==> src/rtl/produce_spawn_scheduler.sv <==
// Spawn scheduler: turns the LFSR byte into paced, fairness-filtered spawn
// requests (type, lane, gap) and offers each one over a valid/ready handshake.
module produce_spawn_scheduler #(
  parameter logic [7:0] MIN_GAP = 8'd30
) (
  input  logic       clk,
  input  logic       rst,
  input  logic       enable,
  input  logic       tick,
  input  logic [7:0] rnd,
  input  logic       spawn_ready,
  output logic       spawn_valid,
  output logic [1:0] spawn_type,
  output logic [2:0] spawn_lane,
  output logic [7:0] spawn_gap,
  output logic [7:0] spawn_count
);

  typedef enum logic [1:0] {IDLE, GAP, DRAW, OFFER} state_t;

  state_t     state;
  logic [7:0] gap_cnt;
  logic       prev_valid;
  logic       prev_bomb;
  logic [2:0] prev_lane;

  logic [1:0] draw_type;
  logic [2:0] draw_lane;
  logic [7:0] draw_gap;

  // Fairness filter on the raw byte: no bomb after a bomb, no repeated lane.
  always_comb begin
    draw_type = rnd[7:6];
    if (draw_type == 2'd3 && prev_bomb)
      draw_type = 2'd0;
    draw_lane = rnd[2:0];
    if (prev_valid && draw_lane == prev_lane)
      draw_lane = draw_lane + 3'd1;
    draw_gap = MIN_GAP + {5'd0, rnd[5:3]};
  end

  // NOTE: state is updated with non-blocking assignments only, so every
  // branch below reads the pre-edge values of all registers.
  always_ff @(posedge clk or negedge rst) begin
    if (!rst) begin
      state       <= IDLE;
      gap_cnt     <= 8'd0;
      prev_valid  <= 1'b0;
      prev_bomb   <= 1'b0;
      prev_lane   <= 3'd0;
      spawn_valid <= 1'b0;
      spawn_type  <= 2'd0;
      spawn_lane  <= 3'd0;
      spawn_gap   <= 8'd0;
      spawn_count <= 8'd0;
    end else begin
      case (state)
        IDLE: begin
          if (enable) begin
            state   <= GAP;
            gap_cnt <= MIN_GAP;
          end
        end
        GAP: begin
          if (!enable)
            state <= IDLE;
          else if (gap_cnt == 8'd0)
            state <= DRAW;
          else if (tick)
            gap_cnt <= gap_cnt - 8'd1;
        end
        DRAW: begin
          if (!enable) begin
            state <= IDLE;
          end else begin
            spawn_type  <= draw_type;
            spawn_lane  <= draw_lane;
            spawn_gap   <= draw_gap;
            spawn_valid <= 1'b1;
            state       <= OFFER;
          end
        end
        OFFER: begin
          // Offer is never withdrawn; enable only decides where we go after it.
          if (spawn_ready) begin
            spawn_valid <= 1'b0;
            prev_valid  <= 1'b1;
            prev_bomb   <= (spawn_type == 2'd3);
            prev_lane   <= spawn_lane;
            if (spawn_count != 8'hFF)
              spawn_count <= spawn_count + 8'd1;
            if (enable) begin
              state   <= GAP;
              gap_cnt <= spawn_gap;
            end else begin
              state <= IDLE;
            end
          end
        end
        default: state <= IDLE;
      endcase
    end
  end

endmodule

==> config.mk <==
export PLATFORM = sky130hd
export DESIGN_NAME = produce_spawn_scheduler
export DESIGN_NICKNAME = d
export VERILOG_FILES = /design/src/rtl/produce_spawn_scheduler.sv
export SDC_FILE = /design/constraint.sdc
export NUM_CORES = 1
export LEC_CHECK = 0
export ABC_AREA = 1
export CAP_MARGIN = 20
export CORE_MARGIN = 2
export CORE_UTILIZATION = 30
export DETAILED_ROUTE_END_ITERATION = 8
export HOLD_SLACK_MARGIN = 0.03
export MAX_ROUTING_LAYER = met4
export PLACE_DENSITY_LB_ADDON = 0.08
export SYNTH_ARGS = -nofsm -noshare
export SYNTH_HDL_FRONTEND = slang
export SYNTH_SLANG_ARGS = --single-unit
==> constraint.sdc <==
create_clock -name clk -period 1.4 [get_ports clk]
set_clock_uncertainty 0.05 [all_clocks]
set_input_delay 0.28 -clock clk [delete_from_list [all_inputs] [get_ports clk]]
set_output_delay 0.28 -clock clk [all_outputs]
set_load 0.01 [all_outputs]
# == Yosys cells after proc, flatten, opt, wreduce, memory -nomap -nowiden ==
# Cells that the tools add are included.
# totals
ff_bits,37
inputBits,13
out_inout_bits,22
wordCells,60
# classes
addsub,4
eq_ne,15
mux,19
reduce_logical,12
# op_table
op,count
two-way mux 8 bit,6
one-hot mux 8 bit (3 select lines),1
"inequality test 2 bit, second input constant",7
two-way mux 2 bit,6
AND reduction 3 bit,3
"adder 8 x 1 -> 8 bit, second input constant",1
"== test 2 bit, second input constant",4
logical NOT 8 bit,1
"inequality test 8 bit, second input constant",1
one-hot mux 2 bit (4 select lines),1
"subtractor 8 x 1 -> 8 bit, second input constant",1
AND reduction 7 bit,1
"adder 5 x 3 -> 6 bit, first input constant",1
AND reduction 2 bit,2
"adder 3 x 1 -> 3 bit, second input constant",1
== test 3 bit,1
two-way mux 1 bit,3
two-way mux 3 bit,1
"inequality test 3 bit, second input constant",1
nonzero test 3 bit,1
"== test 2 x 1 -> 1 bit, second input constant",1
logical AND 1 bit,2
logical NOT 2 bit,1
one-hot mux 1 bit (2 select lines),1
nonzero test 2 bit,1

# == Logic depth before layout (Yosys ltp) ==
# logic_depth
ltp_word,5
depth_mapped,10
ltp_nobuf,9

# == Worst setup path after synthesis ==
# OpenSTA, ideal clock, no wires.
# synth_timing
path_type,reg-to-reg
start,reg state[1]
end,reg gap_cnt[5]
setup_time_ns,0.116
arrival_ns,1.297
required_time_ns,1.234
setup_slack_ns,-0.063
stages_incl_launch_ff,9
n_path_buf,1
synth_period_minus_slack_ns,1.463
cell_sequence,dfrtp_1 > inv_1 > ha_1 > buf_6 > or2_1 > nand2_4 > nand2_4 > nand2_1 > nand2_1
# synth_via
elab_chain_len,3
elab_cells_between_ends,12
classes_between,eq/ne (8); mux (1); reduce/logical (3)
# synth_lines
element,line,rtl
"start, declared",21,state_t state;
"start signal, assigned",46,state <= IDLE;
"start signal, assigned",60,state <= GAP;
"start signal, assigned",66,state <= IDLE;
== test 2 x 1 -> 1 bit (tied with other cells),57,case (state)
inequality test 2 bit (no line) / nonzero test 3 bit (equally long branches),--,
AND reduction 7 bit (no line),--,
"end signal, assigned",70,gap_cnt <= gap_cnt - 8'd1;
"end signal, assigned",94,gap_cnt <= spawn_gap;
"end, declared",22,logic [7:0] gap_cnt;
# Several ways; a longest one is shown, not always the timed one.
# A chain may end at the register's enable or synchronous reset.

# == Final worst setup path ==
# layout_timing
start,reg state[0]
end,reg gap_cnt[2]
# The elaborated chain is that of the path after synthesis.

==> flow_metrics.env <==
export IMPL_muxShareOfSynthArea=0
export IMPL_finalHoldViolCount=0
export IMPL_busiest_layer="met2"
export IMPL_p_per_area_mw_per_mm2=2070
export IMPL_dp_cells=408
export IMPL_start_util=0.307
export IMPL_dr_first_iter_drc_count=94
export IMPL_status="complete, but fails checks"
export IMPL_grt_pass1_wl_um=8220
export IMPL_setup_ws_ns=-0.0797
export IMPL_slew_violations=0
export IMPL_viasPerCell=4.40
export IMPL_finalNonFillerCells=432
export IMPL_cts_made_buffers=5
export IMPL_critPathMaxFanout=8
export IMPL_dpl_cell_area_mm2=0.00270
export IMPL_synth_top_family_by_area="simple AND/OR/NAND/NOR gates"
export IMPL_synth_simple_area_share=0.322
export IMPL_final_cell_mix="nand2_1 (87), buf_4 (37), dfrtp_1 (32), inv_1 (30)"
export IMPL_wl_per_cell_um=11.6
export IMPL_fin_crit_ns=1.48
export IMPL_fmax_mhz=676
export IMPL_area_delta_synth_final_pct=46.5
export IMPL_regToRegStartpoint="state[0]"
export IMPL_final_common_cell="nand2_1"
export IMPL_overflow=0
export IMPL_worst_setup_path_end_kind="register"
export IMPL_gp_congestion=0.822
export IMPL_critPathRequiredTime_ns=1.53
export IMPL_netlist_area_mm2=0.00207
export IMPL_setup_viol=8
export IMPL_cts_sinks=34
export IMPL_io_pins=35
export IMPL_hp_class="in -> async"
export IMPL_grt_max_degree=35
export IMPL_drv_cap=0
export IMPL_wirelength_um=5000
export IMPL_drc=0
export IMPL_antenna_cells=0
export IMPL_cts_hold_buffers=0
export IMPL_ys_seq_area_frac=0.410
export IMPL_crit_start="state[0]"
export IMPL_grtUsageTotal=0.143
export IMPL_synth_cell_type_count=32
export IMPL_avgSynthCellArea_um2=7.60
export IMPL_met1_usage=0.190
export IMPL_die_x_um=87.2
export IMPL_cts_root_buf="clkbuf_8"
export IMPL_fp_dieArea_mm2=0.00760
export IMPL_synth_compound_area_share=0.0856
export IMPL_htreeDepth=2
export IMPL_vdd_drop_max_mv=0.588
export IMPL_design_area_mm2=0.00304
export IMPL_port_buffers=32
export IMPL_first_global_vias=1762
export IMPL_cts_clk_slew_worst_paths_ns=0.07
export IMPL_violations="setup timing"
export IMPL_cts_tree="done"
export IMPL_met3_usage=0.0408
export IMPL_core_area_mm2=0.00676
export IMPL_r2r_slack_ns=-0.08
export IMPL_cts_buffer_depth=2
export IMPL_synthAdderAreaFrac=0.0543
export IMPL_period_share=1.06
export IMPL_ant_nets=0
export IMPL_yosysWarningCount=0
export IMPL_p_leak_nw=1.60
export IMPL_drtPass1Iterations=4
export IMPL_via_count=1902
export IMPL_setup_worst_path_start_class="register"
export IMPL_drive_above_1_share=0.284
export IMPL_arrival_ns=1.60
export IMPL_rsz0062_at_grt="true"
export IMPL_nNetsFinal=373
export IMPL_die_h_um=87.2
export IMPL_crit_type="reg -> reg"
export IMPL_clock_latency_ns=0.29
export IMPL_ys_seq_elements=34
export IMPL_grtUsageMet2=0.211
export IMPL_syn_inst=273
export IMPL_antenna_found_initial=0
export IMPL_dp_hpwl_um=3540
export IMPL_synthXorXnorAreaFrac=0.0296
export IMPL_rows=30
==> through the flow <==
stage	utilization	worst slack [ns]	hold WS [ns]	TNS (ns)	power, W
CTS	0.425	-0.0755	0.324	-0.557	0.00590
floorplan	-	-0.0405	-0.0656	-0.333	0.00376
detailed placement	0.399	-0.285	0.411	-5.94	0.00502
global placement	0.399	-0.274	0.409	-5.77	0.00506
global route	0.450	-0.148	0.327	-1.45	0.00687
finish	0.450	-0.0797	0.311	-0.573	0.00628
==> state kept, by name, summed over array words and instances (netlist names) <==
| signal | flops |
|---|---|
| gap_cnt | 8 |
| spawn_count | 8 |
| spawn_gap | 5 |
| prev_lane | 3 |
| spawn_lane | 3 |
| spawn_type | 2 |
| state | 2 |
| prev_bomb | 1 |
| prev_valid | 1 |
| spawn_valid | 1 |
==> Yosys cell counts (all sizes together) <==
cell type | instances | share of area
nand2 | 103 | 0.21
inv | 38 | 0.069
dfrtp | 34 | 0.41
nand3 | 24 | 0.060
o21ai | 18 | 0.054
nor2 | 13 | 0.027
ha | 9 | 0.054
a21oi | 7 | 0.024
buf | 6 | 0.024
nand4 | 4 | 0.012
xor2 | 4 | 0.017
xnor2 | 3 | 0.013
nand3b | 2 | 0.0072
or2 | 2 | 0.0060
clkbuf | 1 | 0.0018
clkinv | 1 | 0.0018
conb | 1 | 0.0018
nor3 | 1 | 0.0024
o21bai | 1 | 0.0036
o31ai | 1 | 0.0036
==> final cells by class <==
type	instances	area [µm²]
multi-input combinational	194	1170
tap	80	100
timing repair buffer	77	668
clock buffer	7	86.3
sequential	34	853
inverter	39	154
fill	691	3720
clock inverter	1	5.00
==> cells by family after synthesis <==
kind of cell | count (synthesis)
simple gates | 149
other cells | 1
buf+inv | 46
xor+xnor | 7
fa+ha+maj | 9
compound gates | 27
flops | 34
==> worst max-delay path, stage by stage (launching register included) <==
cell and delay (ns):
dfrtp_2 0.44, buf_6 0.13, ha_4 0.17, or2_4 0.29, nand2_8 0.09, nand2_8 0.08, nand2_2 0.06, nand2_1 0.05
==> where the power goes <==
part / internal, W / switching [W]
logic: 0.00172 / 0.00201
clock network: 0.000397 / 0.000361
registers: 0.00142 / 0.000371
==> final timing paths <==
| kind | end | cells past startpoint |
|---|---|---|
| max in group asynchronous | spawn_lane[2] | 2 |
| min reg2reg | prev_valid | 1 |
| max | gap_cnt[2] | 7 |
| min | state[1] | 2 |
| min in group clk | prev_valid | 1 |
| max reg2reg | gap_cnt[2] | 7 |
==> routing by layer <==
layer / share of wire / vias up / routed length [µm]
li1: - / 1003 / -
met1: 0.48 / 841 / 2410
met2: 0.45 / 48 / 2250
met3: 0.050 / 10 / 252
met4: 0.018 / 0 / 92
met5: 0 / - / 0
==> what timing repair did <==
item	CTS	global route
endpoints found under the setup margin	43	26
endpoints found under the hold margin	0	0
gates resized for setup	34	31
pin swaps	10	12
buffers inserted	7	9
No activity file was read; power rests on OpenSTA's default activity.
